==> config.mk <==
export PLATFORM = sky130hd
export DESIGN_NAME = eth_gmii_monitor
export DESIGN_NICKNAME = d
export VERILOG_FILES = /design/src/rtl/eth_mon_pkg.sv /design/src/rtl/eth_gmii_monitor_crc.sv /design/src/rtl/eth_gmii_monitor.sv
export SDC_FILE = /design/constraint.sdc
export NUM_CORES = 1
export LEC_CHECK = 0
export CAP_MARGIN = 15
export CORE_MARGIN = 2
export CORE_UTILIZATION = 40
export CTS_CLUSTER_DIAMETER = 80
export DETAILED_ROUTE_END_ITERATION = 10
export DONT_BUFFER_PORTS = 1
export SYNTH_ARGS = -nofsm -noshare
export SYNTH_HDL_FRONTEND = slang
export SYNTH_HIERARCHICAL = 1
export SYNTH_SLANG_ARGS = --single-unit
==> constraint.sdc <==
create_clock -name rx_clk -period 5.1 [get_ports rx_clk]
set_input_delay 1.02 -clock rx_clk [delete_from_list [all_inputs] [get_ports rx_clk]]
set_output_delay 1.02 -clock rx_clk [all_outputs]
set_load 0.02 [all_outputs]
==> src/rtl/eth_mon_pkg.sv <==
// Shared types and constants for the GMII receive monitor.
// Latency: n/a (declarations only).
// Backpressure: n/a.
package eth_mon_pkg;

    typedef enum logic [2:0] {
        ST_IDLE,
        ST_PRMBL,
        ST_HDR,
        ST_PAYLD,
        ST_DROP
    } state_t;

    localparam logic [31:0] CRC_INIT     = 32'hFFFF_FFFF;
    localparam logic [31:0] CRC_POLY     = 32'hEDB8_8320;
    // Good-frame residue in normal (MSB-first) bit order; the reflected register is bit-reversed before comparing.
    localparam logic [31:0] CRC_RESIDUE  = 32'hC704_DD7B;
    localparam logic [7:0]  SFD          = 8'hD5;
    localparam logic [7:0]  PRE          = 8'h55;
    localparam logic [15:0] TPID_VLAN    = 16'h8100;
    localparam logic [15:0] LEN_TYPE_THR = 16'h0600;

    typedef struct packed {
        logic [47:0] dst;
        logic [47:0] src;
        logic [15:0] len_type;
        logic        vlan;
    } hdr_t;

    typedef struct packed {
        logic prmbl_err;
        logic crc_err;
        logic payload_err;
        logic phy_err;
        logic runt_err;
        logic long_err;
    } meta_t;

    function automatic logic [31:0] bit_rev32(input logic [31:0] v);
        logic [31:0] r;
        for (int i = 0; i < 32; i++) begin
            r[i] = v[31-i];
        end
        return r;
    endfunction

endpackage

==> src/rtl/eth_gmii_monitor_crc.sv <==
// Reflected CRC-32 update for one byte, LSB of the byte first.
// Latency: combinational.
// Backpressure: none.
module eth_crc32_d8
    import eth_mon_pkg::*;
(
    input  logic [31:0] crc_in,
    input  logic [7:0]  d,
    output logic [31:0] crc_out
);

    always_comb begin
        crc_out = crc_in ^ {24'd0, d};
        for (int i = 0; i < 8; i++) begin
            crc_out = crc_out[0] ? ((crc_out >> 1) ^ CRC_POLY) : (crc_out >> 1);
        end
    end

endmodule

==> src/rtl/eth_gmii_monitor.sv <==
// GMII receive checker: strips preamble, parses header, checks payload pattern and FCS.
// Latency: sop/eop lag rxd by 1 cycle; frm_done pulses 2 cycles after rx_dv falls.
// Backpressure: none; GMII is push-only and every byte is consumed on arrival.
module eth_gmii_monitor
    import eth_mon_pkg::*;
#(
    parameter int MAX_FRM_LEN = 1518,
    parameter int MIN_FRM_LEN = 64,
    parameter bit CHK_PAYLOAD = 1'b1
) (
    input  logic        rx_clk,
    input  logic        reset_n,
    input  logic [7:0]  rxd,
    input  logic        rx_dv,
    input  logic        rx_er,
    input  logic [7:0]  cntstart,
    input  logic [7:0]  cntstep,
    output logic        sop,
    output logic        eop,
    output logic        frm_done,
    output logic [47:0] dst,
    output logic [47:0] src,
    output logic [15:0] len_type,
    output logic        vlan_tag,
    output logic [15:0] frm_len,
    output logic        prmbl_err,
    output logic        crc_err,
    output logic        payload_err,
    output logic        phy_err,
    output logic        runt_err,
    output logic        long_err,
    output logic [31:0] frm_cnt,
    output logic [31:0] err_cnt
);

    localparam logic [15:0] MIN_L = 16'(MIN_FRM_LEN);
    localparam logic [15:0] MAX_L = 16'(MAX_FRM_LEN);

    state_t          state_q, state_d;
    logic [4:0]      pre_cnt_q, pre_cnt_d, idx_q, idx_d;
    logic [31:0]     crc_q, crc_d, crc_nxt;
    hdr_t            cur_q, cur_d, pend_hdr_q, pend_hdr_d, out_hdr_q, out_hdr_d;
    meta_t           pend_meta_q, pend_meta_d, out_meta_q, out_meta_d;
    logic [15:0]     flen_q, flen_d, pend_len_q, pend_len_d, out_len_q, out_len_d;
    logic            prm_q, prm_d, phy_q, phy_d, perr_q, perr_d;
    logic [7:0]      exp_q, exp_d;
    logic [15:0]     pidx_q, pidx_d;
    logic [3:0][7:0] dl_dat_q, dl_dat_d;
    logic [3:0]      dl_vld_q, dl_vld_d;
    logic            d1_act_q, d1_act_d, sop_q, sop_d;
    logic            pend_vld_q, pend_vld_d, frm_done_q, frm_done_d;
    logic [31:0]     frm_cnt_q, frm_cnt_d, err_cnt_q, err_cnt_d;
    logic            in_frame, frm_end;
    logic [4:0]      pre_base;
    logic [15:0]     flen_inc, lt_nxt;

    eth_crc32_d8 u_crc (
        .crc_in  (crc_q),
        .d       (rxd),
        .crc_out (crc_nxt)
    );

    always_comb begin
        state_d     = state_q;
        pre_cnt_d   = pre_cnt_q;
        idx_d       = idx_q;
        crc_d       = crc_q;
        cur_d       = cur_q;
        flen_d      = flen_q;
        prm_d       = prm_q;
        phy_d       = phy_q;
        perr_d      = perr_q;
        exp_d       = exp_q;
        pidx_d      = pidx_q;
        dl_dat_d    = dl_dat_q;
        dl_vld_d    = dl_vld_q;
        pend_hdr_d  = pend_hdr_q;
        pend_meta_d = pend_meta_q;
        pend_len_d  = pend_len_q;
        out_hdr_d   = out_hdr_q;
        out_meta_d  = out_meta_q;
        out_len_d   = out_len_q;
        frm_cnt_d   = frm_cnt_q;
        err_cnt_d   = err_cnt_q;
        sop_d       = 1'b0;
        pend_vld_d  = 1'b0;
        frm_done_d  = 1'b0;

        in_frame = state_q inside {ST_HDR, ST_PAYLD, ST_DROP};
        frm_end  = in_frame && !rx_dv;
        flen_inc = (flen_q == 16'hFFFF) ? flen_q : flen_q + 16'd1;
        lt_nxt   = {cur_q.len_type[7:0], rxd};
        pre_base = (state_q == ST_IDLE) ? 5'd0 : pre_cnt_q;
        d1_act_d = rx_dv && in_frame;

        // Per-frame accumulators start fresh whenever the line is idle.
        if (state_q == ST_IDLE) begin
            crc_d     = CRC_INIT;
            cur_d     = '0;
            flen_d    = '0;
            prm_d     = 1'b0;
            phy_d     = 1'b0;
            perr_d    = 1'b0;
            exp_d     = cntstart;
            pidx_d    = '0;
            dl_vld_d  = '0;
            pre_cnt_d = '0;
            idx_d     = '0;
        end

        if (rx_dv && rx_er) phy_d = 1'b1;

        case (state_q)
            ST_IDLE, ST_PRMBL: begin
                if (!rx_dv) begin
                    state_d = ST_IDLE;
                end else if (rxd == PRE) begin
                    state_d   = ST_PRMBL;
                    pre_cnt_d = (pre_base == 5'd31) ? pre_base : pre_base + 5'd1;
                end else if (rxd == SFD) begin
                    state_d = ST_HDR;
                    idx_d   = 5'd0;
                    if (pre_base == 5'd0) prm_d = 1'b1;
                end else begin
                    state_d = ST_DROP;
                    prm_d   = 1'b1;
                end
            end
            ST_HDR: begin
                if (rx_dv) begin
                    crc_d  = crc_nxt;
                    flen_d = flen_inc;
                    sop_d  = (idx_q == 5'd0);
                    idx_d  = idx_q + 5'd1;
                    if (idx_q < 5'd6) begin
                        cur_d.dst = {cur_q.dst[39:0], rxd};
                    end else if (idx_q < 5'd12) begin
                        cur_d.src = {cur_q.src[39:0], rxd};
                    end else if (idx_q < 5'd14 || idx_q > 5'd15) begin
                        cur_d.len_type = lt_nxt;
                    end
                    // Bytes 14-15 of a tagged frame are the TCI and are skipped.
                    if (idx_q == 5'd13) begin
                        if (lt_nxt == TPID_VLAN) cur_d.vlan = 1'b1;
                        else                     state_d = ST_PAYLD;
                    end
                    if (idx_q == 5'd17) state_d = ST_PAYLD;
                end
            end
            ST_PAYLD: begin
                if (rx_dv) begin
                    crc_d    = crc_nxt;
                    flen_d   = flen_inc;
                    dl_dat_d = {dl_dat_q[2:0], rxd};
                    dl_vld_d = {dl_vld_q[2:0], 1'b1};
                    // Only bytes pushed out of the 4-deep line are known not to be FCS.
                    if (dl_vld_q[3]) begin
                        if ((cur_q.len_type >= LEN_TYPE_THR || pidx_q < cur_q.len_type) &&
                            dl_dat_q[3] != exp_q) begin
                            perr_d = 1'b1;
                        end
                        exp_d  = exp_q + cntstep;
                        pidx_d = (pidx_q == 16'hFFFF) ? pidx_q : pidx_q + 16'd1;
                    end
                end
            end
            default: ;
        endcase

        if (frm_end) begin
            state_d                 = ST_IDLE;
            pend_vld_d              = 1'b1;
            pend_hdr_d              = cur_q;
            pend_len_d              = flen_q;
            pend_meta_d.prmbl_err   = prm_q;
            pend_meta_d.crc_err     = (bit_rev32(crc_q) != CRC_RESIDUE) ||
                                      (state_q == ST_DROP) || (flen_q < 16'd18);
            pend_meta_d.payload_err = CHK_PAYLOAD && perr_q;
            pend_meta_d.phy_err     = phy_q;
            pend_meta_d.runt_err    = flen_q < MIN_L;
            pend_meta_d.long_err    = flen_q > MAX_L;
        end

        // Status stage runs on its own so a new preamble may overlap it.
        if (pend_vld_q) begin
            frm_done_d = 1'b1;
            out_hdr_d  = pend_hdr_q;
            out_meta_d = pend_meta_q;
            out_len_d  = pend_len_q;
            frm_cnt_d  = frm_cnt_q + 32'd1;
            if (|pend_meta_q) err_cnt_d = err_cnt_q + 32'd1;
        end
    end

    always_ff @(posedge rx_clk or negedge reset_n) begin
        if (!reset_n) begin
            state_q     <= ST_IDLE;
            pre_cnt_q   <= '0;
            idx_q       <= '0;
            crc_q       <= CRC_INIT;
            cur_q       <= '0;
            flen_q      <= '0;
            prm_q       <= 1'b0;
            phy_q       <= 1'b0;
            perr_q      <= 1'b0;
            exp_q       <= '0;
            pidx_q      <= '0;
            dl_dat_q    <= '0;
            dl_vld_q    <= '0;
            d1_act_q    <= 1'b0;
            sop_q       <= 1'b0;
            pend_vld_q  <= 1'b0;
            pend_hdr_q  <= '0;
            pend_meta_q <= '0;
            pend_len_q  <= '0;
            frm_done_q  <= 1'b0;
            out_hdr_q   <= '0;
            out_meta_q  <= '0;
            out_len_q   <= '0;
            frm_cnt_q   <= '0;
            err_cnt_q   <= '0;
        end else begin
            state_q     <= state_d;
            pre_cnt_q   <= pre_cnt_d;
            idx_q       <= idx_d;
            crc_q       <= crc_d;
            cur_q       <= cur_d;
            flen_q      <= flen_d;
            prm_q       <= prm_d;
            phy_q       <= phy_d;
            perr_q      <= perr_d;
            exp_q       <= exp_d;
            pidx_q      <= pidx_d;
            dl_dat_q    <= dl_dat_d;
            dl_vld_q    <= dl_vld_d;
            d1_act_q    <= d1_act_d;
            sop_q       <= sop_d;
            pend_vld_q  <= pend_vld_d;
            pend_hdr_q  <= pend_hdr_d;
            pend_meta_q <= pend_meta_d;
            pend_len_q  <= pend_len_d;
            frm_done_q  <= frm_done_d;
            out_hdr_q   <= out_hdr_d;
            out_meta_q  <= out_meta_d;
            out_len_q   <= out_len_d;
            frm_cnt_q   <= frm_cnt_d;
            err_cnt_q   <= err_cnt_d;
        end
    end

    // The registered previous byte is the last one when the live rx_dv has already dropped.
    assign eop         = d1_act_q && !rx_dv;
    assign sop         = sop_q;
    assign frm_done    = frm_done_q;
    assign dst         = out_hdr_q.dst;
    assign src         = out_hdr_q.src;
    assign len_type    = out_hdr_q.len_type;
    assign vlan_tag    = out_hdr_q.vlan;
    assign frm_len     = out_len_q;
    assign prmbl_err   = out_meta_q.prmbl_err;
    assign crc_err     = out_meta_q.crc_err;
    assign payload_err = out_meta_q.payload_err;
    assign phy_err     = out_meta_q.phy_err;
    assign runt_err    = out_meta_q.runt_err;
    assign long_err    = out_meta_q.long_err;
    assign frm_cnt     = frm_cnt_q;
    assign err_cnt     = err_cnt_q;

endmodule

# [After elaboration in Yosys (flattened, before gate mapping)]
# Cells that the tools add are included.
[classes] n_lt_le_gt_ge=9 n_eq_ne=19 n_reduce_logical=22 muxes=74 n_addsub=7 n_bitwise=9
[ops] operator="32-bit two-way mux" n=11
[ops] operator="113-bit two-way mux" n=3
[ops] operator="16-bit two-way mux" n=11
[ops] operator="13-bit NOT with 14-bit output" n=8
[ops] operator="48-bit two-way mux" n=2
[ops] operator="32-bit by 1-bit adder with 32-bit output (second input constant)" n=2
[ops] operator="64-bit two-way mux" n=1
[ops] operator="5-bit two-way mux" n=10
[ops] operator="16-bit equality test (second input constant)" n=3
[ops] operator="16-bit by 1-bit adder with 16-bit output (second input constant)" n=2
[ops] operator="8-bit two-way mux" n=4
[ops] operator="32-bit inequality test (second input constant)" n=1
[ops] operator="32-bit by 8-bit XOR with 32-bit output" n=1
[ops] operator="3-bit two-way mux" n=8
[ops] operator="1-bit two-way mux" n=19
[ops] operator="16-bit by 11-bit >= comparator with 1-bit output (second input constant)" n=1
[ops] operator="16-bit by 11-bit greater-than comparator with 1-bit output (second input constant)" n=1
[ops] operator="16-bit less-than comparator" n=1
[ops] operator="16-bit by 5-bit less-than comparator with 1-bit output (second input constant)" n=1
[ops] operator="16-bit by 7-bit less-than comparator with 1-bit output (second input constant)" n=1
[ops] operator="4-bit two-way mux" n=3
[ops] operator="5-bit by 1-bit adder with 5-bit output (second input constant)" n=2
[ops] operator="5-bit equality test (second input constant)" n=2
[ops] operator="5-bit zero test" n=2
[ops] operator="other kinds (27)" n=40
[word_totals] wordCells=187 out_inout_bits=202 regBits=575 input_bits=28

# [Logic depth before layout (Yosys ltp)]
# Gate-level depths: netlist of run 1.
[logic_depth] ltp_word=19 mapped_depth=12 ltp_nobuf=8

# [By module]
# The synthesis of run 1 kept the hierarchy.
[modules_own_cells] module="eth_gmii_monitor" instances=1 seq_area_each_um2=14428.8 area_per_inst_um2=24001.8 cells_per_inst=1992
[modules_own_cells] module="eth_crc32_d8" instances=1 seq_area_each_um2=0.0 area_per_inst_um2=780.7 cells_per_inst=72

# [Worst setup path after synthesis of run 1]
# Ideal clock, no wire load.
[synth_path] kind="input-to-reg" start="in cntstep[4]" end="reg exp_q[7]" t_required_ns=4.980 path_stages=6 setup_time_ns=0.120 slack_ns=2.518 arrival_time_ns=2.462 n_path_buf=0 path_cell_list="ha_1 and3_1 a2111oi_0 o2111ai_1 nand3_1 nor2_1"
[synth_between] elab_chain_cells=4
[synth_lines] item="start, declared" line_no="eth_gmii_monitor.sv:17" rtl="input logic [7:0] cntstep,"
[synth_lines] item="8-bit adder" line_no="eth_gmii_monitor.sv:162" rtl="exp_d = exp_q + cntstep;"
[synth_lines] item="8-bit two-way mux" line_no="eth_gmii_monitor.sv:157" rtl="if (dl_vld_q[3]) begin"
[synth_lines] item="8-bit two-way mux" line_no="eth_gmii_monitor.sv:151" rtl="if (rx_dv) begin"
[synth_lines] item="8-bit two-way mux" line_no="eth_gmii_monitor.sv:113" rtl="case (state_q)"
[synth_lines] item="via exp_d[7]" line_no="eth_gmii_monitor.sv:46" rtl="logic [7:0] exp_q, exp_d;"
[synth_lines] item="end signal, assigned" line_no="eth_gmii_monitor.sv:232" rtl="exp_q <= exp_d;"
[synth_lines] item="end, declared" line_no="eth_gmii_monitor.sv:46"
# The timed path passes the listed nets, and every way through them passes these cells.
# A chain may end at the register's enable or synchronous reset.

# [Worst setup path after layout of run 1]
[layout_path] start="reg state_q[1]" end="reg exp_q[4]"
[layout_between] elab_chain_cells=5 word_cells_on_any_way=6 cone_classes="eq/ne: 1; mux: 4; reduce/logical: 1"
[layout_lines] item="start, declared" line_no="eth_gmii_monitor.sv:39" rtl="state_t state_q, state_d;"
[layout_lines] item="start signal, assigned" line_no="eth_gmii_monitor.sv:223" rtl="state_q <= state_d;"
[layout_lines] item="3-bit zero test" line_no="eth_gmii_monitor.sv:97" rtl="if (state_q == ST_IDLE) begin"
[layout_lines] item="8-bit two-way mux" line_no="eth_gmii_monitor.sv:97"
[layout_lines] item="8-bit two-way mux" line_no="eth_gmii_monitor.sv:157"
[layout_lines] item="8-bit two-way mux" line_no="eth_gmii_monitor.sv:151"
[layout_lines] item="8-bit two-way mux (*)" line_no="eth_gmii_monitor.sv:113"
[layout_lines] item="via exp_d[4]" line_no="eth_gmii_monitor.sv:46"
# Mark *: on every way through the listed nets, which the timed path passes. The rest lies on a longest branch.

==> out/results.tsv, run 1 <==
stage	metric	value	unit
drt	vias post-DR	15200	
sta	Peak Freq	0.333	GHz
sta	Rel. slew slack	-54.4	%
grt	first-pass GRT wire length	87.8	mm
synthesis	Gate Count Post-Synth	2064	
placement	gpl congestion	0.829	
setup_path	Worst R2R Setup Slack	2100	ps
sta	Layout Skew	19.3	ps
setup_path	Worst Setup SP	state_q[1]$_DFFE_PN0P_	
setup_path	CP Max Fanout	79	
synthesis	EDFF count, synth	0	
floorplanning	Core Area	61500	um2
sta	final period utilization	58.9	%
clock_network	Clock Latency Late Sink	610	ps
synthesis	Synth Area in XOR/XNOR	6.23	%
hold_path	Hold Crit Class	in -> async	
synthesis	Netlist cell types	82	
synthesis	post-synthesis sequential area ratio	58.2	%
grt	grt ovf	0	
setup_path	CP Data Arrival Time	3450	ps
floorplanning	Die Y	253	um
clock_network	Post-CTS Resized	0	
setup_path	end of the critical path	exp_q[4]$_DFF_PN0_	
synthesis	main flop type after synthesis	dfrtp_1	
grt	pin count of the biggest net entering global routing	576	
pwr	VDD IR max	0.277	mV
drt	WL final	54.5	mm
floorplanning	IO Pins	230	
pwr	Leakage	12.9	nW
drt	# DRC	0	
pwr	PD cells	488	nW/um2
setup_path	worst reg2reg path endpoint	exp_q[4]$_DFF_PN0_	
sta	worst-margin pin slew	2320	ps
clock_network	Max Root-Sink Buffers	3	
drt	via-per-instance ratio	5.29	
synthesis	average size of a mapped cell	12.0	um2
setup_path	Crit Path Category	reg -> reg	
setup_path	crit start category	flip-flop	
final_layout	Filler Cell Count	5552	
placement	Final HPWL DP	36.0	mm
sta	Final Hold Viols	0	
floorplanning	FP Rows	91	
sta	Setup violations, final	0	
clock_network	clock slew at reported path FFs	60	ps
sta	min Tclk post-route	3000	ps
synthesis	flip-flop and latch count after synthesis	575	
synthesis	Compound-Gate Fraction of Synth Area	7.23	%
final_layout	final net count	2097	
job	Max-Cap Viols	0	
final_layout	antenna fix cells	0	
final_layout	Sequential Area	14400	um2
synthesis	combinational family with the most area after synthesis	multiplexers	
clock_network	TritonCTS sink count	575	
grt	number of global-route vias before repair	15500	
grt	initial antenna violation count	0	
status	failing checks	slew limit	
floorplanning	initial core utilization	40.3	%
synthesis	synth warn	6	
clock_network	setup bufs post-CTS	0	
setup_path	Crit Reg-Reg Startpoint	state_q[1]$_DFFE_PN0P_	
synthesis	simple-gate share of the synthesized area	10.8	%
sta	RSZ-0062 raised after global routing	false	
placement	Port-buffer cells	0	
drt	DRT iter0 DRCs	1043	
synthesis	asr flop ratio synth	100	%
sta	Final Max Slew Viols	416	
setup_path	Worst R2R Path Depth	5	
floorplanning	die extent in x	253	um
drt	DR pass1 iterations	4	
sta	Fin Setup TNS	0	ps
setup_path	Critical Path RT	5550	ps
grt	GRT Total Usage	17.2	%
clock_network	htree depth	3	
synthesis	Post-Synth Adder-Cell Area	1.70	%
clock_network	hold_buf cts	0	
synthesis	Syn Nets	2125	
synthesis	mux cell area share after synthesis	12.5	%
drt	final antenna-violating net count	0	
final_layout	area of the multi-input gates	9540	um2
synthesis	Mapped Area	24800	um2
clock_network	Root Buffer	clkbuf_16	
final_layout	layout cells sized above 1	21.9	%
floorplanning	die area	64000	um2
final_layout	final core utilization	45.0	%
final_layout	synthesis-to-finish area growth	11.6	%
clock_network	CTS tree	yes	
clock_network	CTS buffer count	66	
drt	wire per inst	19.0	um
setup_path	Crit. End Element	flip-flop	
status	status	complete, but fails checks	
==> per-layer routing <==
layer,track usage (%),vias up,wire length (um)
li1,-,7127,-
met1,22.7,7666,24100
met3,4.66,83,3420
met4,5.00,0,1080
met5,0,-,0
met2,28.0,315,25900
==> worst min-delay path by stage <==
stage | startpoint | to | depth (start not counted)
finish | reset_n | dst[30]$_DFFE_PN0P_ | 0
floorplan | pend_vld_q$_DFF_PN0_ | frm_done$_DFF_PN0_ | 0
global placement | cur_q[0]$_DFF_PN0_ | cur_q[0]$_DFF_PN0_ | 2
detailed placement | cur_q[0]$_DFF_PN0_ | cur_q[0]$_DFF_PN0_ | 2
global route | reset_n | dst[30]$_DFFE_PN0P_ | 0
CTS | reset_n | dst[20]$_DFFE_PN0P_ | 0
==> critical path: stages (launching register included) <==
cell and delay, ps:
dfrtp_1 690, or3_4 680, buf_4 790, nand2_1 330
o22ai_1 230, a21oi_1 70
==> synth_stat cells, types with 5 or more instances <==
master      n  share of area [%]
mux2i_1     5               0.20
a21o_1      6               0.18
ha_1       32                1.6
nand2_1   274                4.2
o21ai_0   129                2.6
or3_1       7               0.18
buf_1       6              0.091
and4_1     10               0.35
xor2_1     45                1.6
buf_4      16               0.48
and3_1     28               0.71
or4_1       8               0.24
nand4_1    33               0.83
o22ai_1     6               0.15
o31ai_1    20               0.61
nor2b_1     5               0.13
inv_1      81                1.2
xnor2_1   102                3.6
buf_2      29               0.59
nand3_1    86                1.7
and2_1      8               0.20
nor3_1     14               0.28
clkbuf_1   58               0.88
nor2_1     40               0.61
xnor2_2     5               0.33
mux2_2    270                 12
dfstp_2    32                3.4
a31oi_1    14               0.35
o211ai_1    6               0.18
a21oi_1    27               0.55
o21a_1      5               0.15
o22a_1     32                1.1
dfrtp_1   543                 55
nor4_1      8               0.20
==> kinds of logic after synthesis <==
group,after synthesis
DFF,575
AOI/OAI and AO/OA,281
xor gates and xnor gates,159
adders and majority gates,33
buffers and inverters,193
muxes,275
and+or+nand+nor,548
==> per-stage QoR <==
stage / hold slack, ps / area (um2) / setup WS [ps] / power, W / cells
after floorplan: 349 / 24800 / 2520 / 0.00801 / 2064
after detailed placement: 456 / 25400 / 1930 / 0.00866 / 2758
after CTS: 88.1 / 27700 / 2110 / 0.0137 / 2874
after global placement: 448 / 25400 / 2050 / 0.00859 / 2758
after global routing: 79.7 / 27700 / 1790 / 0.0142 / 2874
final: 127 / 27700 / 2100 / 0.0135 / 2874
==> registers in the layout, summed over array words and instances (netlist names), 32 cells and up <==
signal and count:
crc_q 32, cur_q 113, dl_dat_q 32, dst 48, err_cnt 32, frm_cnt 32, pend_hdr_q 113, src 48
==> placed cells by master (no fill, tap or decap), types with 4 or more instances in the layout <==
| cell | instances |
|---|---|
| clkinv_2 | 8 |
| inv_6 | 4 |
| and4_1 | 10 |
| xnor2_1 | 102 |
| inv_1 | 81 |
| a21o_1 | 6 |
| nor2b_1 | 5 |
| nor2_1 | 38 |
| o311ai_0 | 4 |
| or4_1 | 8 |
| a41oi_1 | 4 |
| clkbuf_1 | 13 |
| mux2i_1 | 5 |
| xor2_1 | 45 |
| nand2_1 | 273 |
| xnor2_2 | 5 |
| o22a_1 | 32 |
| and2_1 | 8 |
| dfrtp_1 | 542 |
| clkbuf_8 | 10 |
| a31oi_1 | 14 |
| o211ai_1 | 6 |
| and3_1 | 27 |
| bufinv_16 | 10 |
| buf_4 | 16 |
| nand3_1 | 86 |
| o31ai_1 | 20 |
| ha_1 | 32 |
| o21ai_0 | 129 |
| o21a_1 | 5 |
| o22ai_1 | 6 |
| dfstp_2 | 32 |
| or3_1 | 6 |
| nand4_1 | 33 |
| a21oi_1 | 27 |
| nor4_1 | 8 |
| clkbuf_16 | 67 |
| mux2_2 | 270 |
| nor3_1 | 14 |
==> final cells by class <==
class | count | share of cell area, %
multi-input combinational | 1296 | 34.5
clock buffer | 90 | 6.73
clock inverter | 26 | 1.53
timing repair buffer | 16 | 0.434
tap | 790 | 3.57
sequential | 575 | 52.2
inverter | 81 | 1.10
==> power breakdown <==
group	switching (W)	internal [W]	total, W
combinational	0.00160	0.00128	0.00288
clock	0.00188	0.00308	0.00495
sequential	0.000651	0.00502	0.00567
No activity file was read; power rests on OpenSTA's default activity.
==> run 2, diff against run 1 <==
Clock period 5.1 ns to 2.4 ns, I/O delays scaled along.
==> run 2 against run 1 <==
- the run ends with hold timing, slew limit left
- global-route usage about the same
- count of clock-buffer cells in the layout increased by 6
- critical path type unchanged
- clock power increased by 87%
- register-to-register slack got worse by 1900 ps
- largest cell class unchanged
- routed wire length increased by 1.2%
- worst setup slack got worse by 1900 ps
- critical endpoint is now pidx_q[3]$_DFFE_PN0P_
- non-clock buffer count increased by 34
- clock skew increased by 14 ps
- first-iteration DRC count increased by 22%
==> out/results.tsv, run 2 (synthesis results as in run 1) <==
stage	metric	value	unit	change
sta	min Tclk post-route	2200	ps	was 3000 ps
drt	# DRC	0		unchanged
sta	worst hold slack	-453	ps	was 127 ps
sta	Setup violations, final	0		unchanged
placement	Final HPWL DP	36.2	mm	was 36.0 mm
final_layout	most common cell after layout, fill and taps aside	dfrtp_1		unchanged
hold_path	Hold Crit Class	in -> async		unchanged
grt	number of global-route vias before repair	15300		was 15500
setup_path	crit start category	flip-flop		unchanged
sta	final period utilization	91.8	%	was 58.9%
status	status	complete, but fails checks		unchanged
placement	Port-buffer cells	0		unchanged
pwr	switching part of the total power	31.3	%	was 30.6%
pwr	P_int	0.0191	W	was 0.00937 W
drt	DR pass1 iterations	6		was 4
grt	initial antenna violation count	4		was 0
final_layout	layout cells sized above 1	22.2	%	was 21.9%
floorplanning	die extent in x	253	um	unchanged
clock_network	CTS tree	yes		unchanged
setup_path	Worst R2R Path Depth	5		unchanged
setup_path	Worst path slowest cell	dfrtp_1		was buf_4
status	failing checks	hold timing, slew limit		was slew limit
clock_network	CTS buffer count	61		was 66
pwr	share of power burned in combinational logic	24.0	%	was 21.3%
setup_path	CP Data Arrival Time	2670	ps	was 3450 ps
sta	worst-margin pin slew	2450	ps	was 2320 ps
floorplanning	die area	64000	um2	unchanged
grt	grt ovf	0		unchanged
floorplanning	initial core utilization	40.3	%	unchanged
drt	final antenna-violating net count	0		unchanged
floorplanning	IO Pins	230		unchanged
sta	Layout Skew	32.9	ps	was 19.3 ps
job	Max-Cap Viols	0		unchanged
setup_path	Crit Path Category	reg -> reg		unchanged
drt	top sig layer	met5		was met4
floorplanning	Die Y	253	um	unchanged
setup_path	critical path depth	5		unchanged
pwr	VDD IR max	0.588	mV	was 0.277 mV
grt	first-pass GRT wire length	88.0	mm	was 87.8 mm
pwr	Clock power frac	33.3	%	was 36.7%
pwr	Leakage	12.9	nW	about the same
floorplanning	Core Area	61500	um2	unchanged
setup_path	CP delay by family, top	simple AND/OR/NAND/NOR gates		unchanged
clock_network	Root Buffer	clkbuf_16		unchanged
drt	DR WL met3	3.96	mm	was 3.42 mm
final_layout	synthesis-to-finish area growth	12.1	%	was 11.6%
setup_path	crit-path max cell delay	530	ps	was 790 ps
drt	via-per-instance ratio	5.26		was 5.29
floorplanning	FP Rows	91		unchanged
final_layout	post-route insts no fill	2905		was 2874
drt	WL final	55.1	mm	was 54.5 mm
pwr	Psw	0.00869	W	was 0.00413 W
setup_path	Critical path buffers and inverters	0		was 1
setup_path	CP Cell Sequence	and4b_1, nand4_2, nor4_4, or3_2, a21oi_1		was or3_4, buf_4, nand2_1, o22ai_1, a21oi_1
sta	Final Max Slew Viols	287		was 416
setup_path	Crit. End Element	flip-flop		unchanged
grt	GRT Total Usage	17.3	%	was 17.2%
final_layout	final net count	2126		was 2097
sta	Peak Freq	0.454	GHz	was 0.333 GHz
clock_network	Max Root-Sink Buffers	3		unchanged
sta	Rel. slew slack	-63.4	%	was -54.4%
placement	gpl congestion	0.830		was 0.829
sta	RSZ-0062 raised after global routing	false		unchanged
sta	Final Hold Viols	326		was 0
setup_path	CP Max Fanout	9		was 79
setup_path	Worst Setup SP	state_q[1]$_DFFE_PN0P_		unchanged
clock_network	hold_buf cts	10		was 0
final_layout	Top Registers	cur_q (113), pend_hdr_q (113)		unchanged
drt	Met2 Wirelength	25.8	mm	was 25.9 mm
drt	WL met1	24.4	mm	was 24.1 mm
clock_network	clock slew at reported path FFs	60	ps	about the same
drt	vias post-DR	15300		was 15200
clock_network	TritonCTS sink count	575		unchanged
pwr	sequential share of power	42.7	%	was 42.0%
drt	wire per inst	19.0	um	about the same
grt	pin count of the biggest net entering global routing	576		unchanged
sta	Fin Setup TNS	0	ps	unchanged
clock_network	htree depth	2		was 3
setup_path	Crit Reg-Reg Startpoint	state_q[1]$_DFFE_PN0P_		unchanged
pwr	PD cells	1000	nW/um2	was 488 nW/um2
clock_network	Clock Latency Late Sink	630	ps	was 610 ps
clock_network	Post-CTS Resized	0		unchanged
drt	DRT iter0 DRCs	1277		was 1043
placement	Placed Cells	2780		was 2758
setup_path	Critical Path RT	2870	ps	was 5550 ps
final_layout	most frequent cells in the layout	542 x dfrtp_1, 273 x nand2_1, 270 x mux2_2		unchanged
==> run 2: cell types whose count changed in the layout (fill, tap and decap cells not counted) <==
cell | previous run | this run
clkinv_16 | 0 | 1
buf_4 | 16 | 31
bufinv_16 | 10 | 2
clkinv_8 | 2 | 0
clkbuf_8 | 10 | 15
clkbuf_16 | 67 | 62
buf_12 | 0 | 9
diode_2 | 0 | 1
dlygate4sd3_1 | 0 | 10
clkbuf_1 | 13 | 19
inv_6 | 4 | 1
clkinvlp_4 | 1 | 3
==> run 2: power groups by stage <==
| stage | Combinational (W) | Clock [W] | Sequential (W) |
|---|---|---|---|
| finish | 0.00667 | 0.00926 | 0.0119 |
| global route | 0.00733 | 0.00995 | 0.0120 |
| CTS | 0.00674 | 0.00956 | 0.0119 |
| detailed placement | 0.00667 | 0 | 0.0120 |
| global placement | 0.00662 | 0 | 0.0120 |
| floorplan | 0.00541 | 0 | 0.0116 |
==> run 2: final timing paths <==
check	slack, ps	endpoint
min in group rx_clk	60	d1_act_q$_DFF_PN0_
worst min register to register	470	dl_dat_q[17]$_DFFE_PN0P_
worst min-delay path	-450	pend_hdr_q[94]$_DFFE_PN0P_
worst max-delay path	200	pidx_q[3]$_DFFE_PN0P_
max in group asynchronous	880	dl_dat_q[24]$_DFFE_PN0P_
worst max register to register	200	pidx_q[3]$_DFFE_PN0P_
==> run 2: final cells by class <==
cell class              count  area, um2
diodes                      1       2.50
inverters                  81        304
well taps                 790        988
multi-input cells        1296       9540
repair buffers             50        513
clock buffers              96       1830
clock inverters            16        170
flip-flops and latches    575      14400
fillers                  5558      33700
==> run 2: routing by layer <==
layer / up-vias / global-route usage [%]
met5: - / 0
met4: 6 / 4.26
met3: 72 / 4.94
li1: 7169 / -
met2: 351 / 27.4
met1: 7674 / 23.4
==> run 2: metrics by stage <==
| step | area (um2) | setup slack (ps) | utilization [%] | power (W) |
|---|---|---|---|---|
| global route | 27800 | 72.4 | 45.2 | 0.0293 |
| CTS | 27800 | 129 | 45.1 | 0.0282 |
| detailed placement | 25700 | 136 | 41.7 | 0.0187 |
| floorplan | 24800 | 63.6 | - | 0.0170 |
| finish | 27800 | 198 | 45.2 | 0.0278 |
| global placement | 25700 | 175 | 41.7 | 0.0186 |
==> run 2: timing repair <==
item / in CTS / in global routing
setup buffers: 0 / 2
hold endpoints to repair: 593 / 558
setup endpoints to repair: 0 / 3
==> run 3, diff against run 2 <==
Settings changed: CORE_UTILIZATION 40 to 55, PLACE_DENSITY from default to 0.73.
==> run 3 against run 2 <==
- the run still ends with hold timing, slew limit left
- sequential cell count unchanged
- worst hold slack gained 31 ps
- global-route usage rose by 5.9 points
- count of clock-buffer cells in the layout is 7 lower
- design area fell by 1.4%
- combinational power is 2% lower
- cell count is 7.2% lower
- critical path type unchanged
- critical endpoint is now pidx_q[1]$_DFFE_PN0P_
- largest cell class unchanged
- largest power group unchanged
==> out/results.tsv, run 3 (synthesis results as in run 1) <==
stage	metric	value	unit	change
sta	worst-margin pin slew	2150	ps	was 2450 ps
setup_path	Worst path slowest cell	or4_4		was dfrtp_1
floorplanning	die area	46800	um2	was 64000 um2
sta	Final Hold Viols	417		was 326
final_layout	most frequent cells in the layout	542 x dfrtp_1, 273 x nand2_1, 270 x mux2_2		unchanged
drt	DRT iter0 DRCs	1396		was 1277
status	status	complete, but fails checks		unchanged
floorplanning	Core Area	44300	um2	was 61500 um2
floorplanning	FP Rows	77		was 91
floorplanning	initial core utilization	55.9	%	was 40.3%
final_layout	final core utilization	61.8	%	was 45.2%
clock_network	Max Root-Sink Buffers	3		unchanged
clock_network	CTS tree	yes		unchanged
final_layout	most common cell after layout, fill and taps aside	dfrtp_1		unchanged
final_layout	Filler Cell Count	3438		was 5558
drt	via-per-instance ratio	5.72		was 5.26
sta	Final Max Slew Viols	320		was 287
sta	Layout Skew	18.0	ps	was 32.9 ps
sta	Rel. slew slack	-43.1	%	was -63.4%
setup_path	Critical path buffers and inverters	0		unchanged
placement	Placed Cells	2574		was 2780
setup_path	CP Data Arrival Time	2670	ps	about the same
final_layout	Sequential Area	14400	um2	unchanged
final_layout	synthesis-to-finish area growth	10.6	%	was 12.1%
drt	WL final	53.5	mm	was 55.1 mm
setup_path	CP delay by family, top	simple AND/OR/NAND/NOR gates		unchanged
drt	DR pass1 iterations	5		was 6
placement	gpl congestion	0.863		was 0.830
pwr	PD cells	1010	nW/um2	was 1000 nW/um2
clock_network	htree depth	2		unchanged
clock_network	TritonCTS sink count	575		unchanged
sta	RSZ-0062 raised after global routing	false		unchanged
job	Max-Cap Viols	0		unchanged
setup_path	crit-path max cell delay	600	ps	was 530 ps
sta	Peak Freq	0.458	GHz	was 0.454 GHz
sta	min Tclk post-route	2180	ps	was 2200 ps
sta	worst hold slack	-423	ps	was -453 ps
sta	Setup violations, final	0		unchanged
hold_path	Hold Crit Class	in -> async		unchanged
final_layout	Top Registers	cur_q (113), pend_hdr_q (113)		unchanged
final_layout	post-route insts no fill	2695		was 2905
drt	# DRC	0		unchanged
setup_path	Crit Path Category	reg -> reg		unchanged
sta	Fin Setup TNS	0	ps	unchanged
clock_network	clock slew at reported path FFs	60	ps	about the same
placement	Port-buffer cells	0		unchanged
final_layout	final net count	2113		was 2126
floorplanning	die extent in x	216	um	was 253 um
final_layout	area of the multi-input gates	9540	um2	unchanged
pwr	Leakage	12.8	nW	was 12.9 nW
setup_path	Crit. End Element	flip-flop		unchanged
drt	final antenna-violating net count	0		unchanged
setup_path	CP Max Fanout	11		was 9
floorplanning	Die Y	216	um	was 253 um
grt	initial antenna violation count	2		was 4
setup_path	crit start category	flip-flop		unchanged
floorplanning	IO Pins	230		unchanged
sta	final period utilization	91.0	%	was 91.8%
final_layout	layout cells sized above 1	21.9	%	was 22.2%
grt	GRT Total Usage	23.1	%	was 17.3%
clock_network	Root Buffer	clkbuf_16		unchanged
pwr	VDD IR max	0.841	mV	was 0.588 mV
drt	wire per inst	19.9	um	was 19.0 um
setup_path	Critical Path RT	2890	ps	was 2870 ps
placement	Final HPWL DP	34.5	mm	was 36.2 mm
drt	vias post-DR	15400		was 15300
grt	pin count of the biggest net entering global routing	576		unchanged
grt	number of global-route vias before repair	15600		was 15300
clock_network	CTS buffer count	58		was 61
grt	grt ovf	0		unchanged
clock_network	hold_buf cts	10		unchanged
setup_path	CP Cell Sequence	and4b_1, nand4_2, or4_4, nand3_2, nand2_1		was and4b_1, nand4_2, nor4_4, or3_2, a21oi_1
status	failing checks	hold timing, slew limit		unchanged
grt	first-pass GRT wire length	86.8	mm	was 88.0 mm
clock_network	Clock Latency Late Sink	600	ps	was 630 ps
[run 3: cell types whose count changed in the layout (fill, tap and decap cells not counted), sizes merged]
cell      before  now
clkbuf        96   89
bufinv         2    6
buf           40   30
clkinv        10   13
inv           82   81
clkinvlp       3    2
[run 3: report_power, final]
| part | total (W) | internal [W] | switching, W |
|---|---|---|---|
| clock | 0.00933 | 0.00561 | 0.00372 |
| sequential | 0.0119 | 0.0107 | 0.00121 |
| combinational | 0.00655 | 0.00290 | 0.00365 |
[run 3: final cells by class]
| cell class | count | share of cell area (%) |
|---|---|---|
| timing repair buffer | 40 | 1.34 |
| clock buffer | 89 | 6.31 |
| inverter | 81 | 1.11 |
| clock inverter | 21 | 1.05 |
| sequential | 575 | 52.7 |
| multi-input combinational | 1296 | 34.8 |
| tap | 592 | 2.70 |
| antenna | 1 | 0.00913 |
[run 3: final timing paths]
path / start / endpoint / slack [ps] / cells past startpoint
min in group rx_clk: rx_dv / phy_q$_DFFE_PN0P_ / 50 / 1
min: reset_n / dst[30]$_DFFE_PN0P_ / -420 / 0
max in group asynchronous: reset_n / dl_dat_q[29]$_DFFE_PN0P_ / 1120 / 0
min reg2reg: dl_dat_q[20]$_DFFE_PN0P_ / dl_dat_q[28]$_DFFE_PN0P_ / 470 / 2
max: state_q[0]$_DFFE_PN0P_ / pidx_q[1]$_DFFE_PN0P_ / 220 / 5
max reg2reg: state_q[0]$_DFFE_PN0P_ / pidx_q[1]$_DFFE_PN0P_ / 220 / 5
[run 3: per-layer routing]
layer / vias to the layer above / share of wire (%) / GRT usage [%] / routed length (um)
met5: - / 0.024 / 0 / 13
met4: 2 / 1.9 / 6.26 / 1010
met3: 63 / 6.8 / 5.42 / 3640
met2: 371 / 47 / 37.0 / 25300
met1: 7824 / 44 / 32.0 / 23500
li1: 7161 / - / - / -
[run 3: metrics by stage]
step	power [W]	setup WS, ps	instance area, um2	hold WS (ps)
after floorplan	0.0170	63.6	24800	184
after global placement	0.0184	157	25300	196
after detailed placement	0.0185	87.8	25300	196
after CTS	0.0280	95.7	27400	-456
after global routing	0.0291	98.5	27400	-460
final	0.0277	215	27400	-423
[run 3: what timing repair did]
item / CTS / global route
endpoints found under the hold margin: 592 / 543
resized for setup: 0 / 1
setup buffers: 0 / 0
endpoints found under the setup margin: 0 / 4
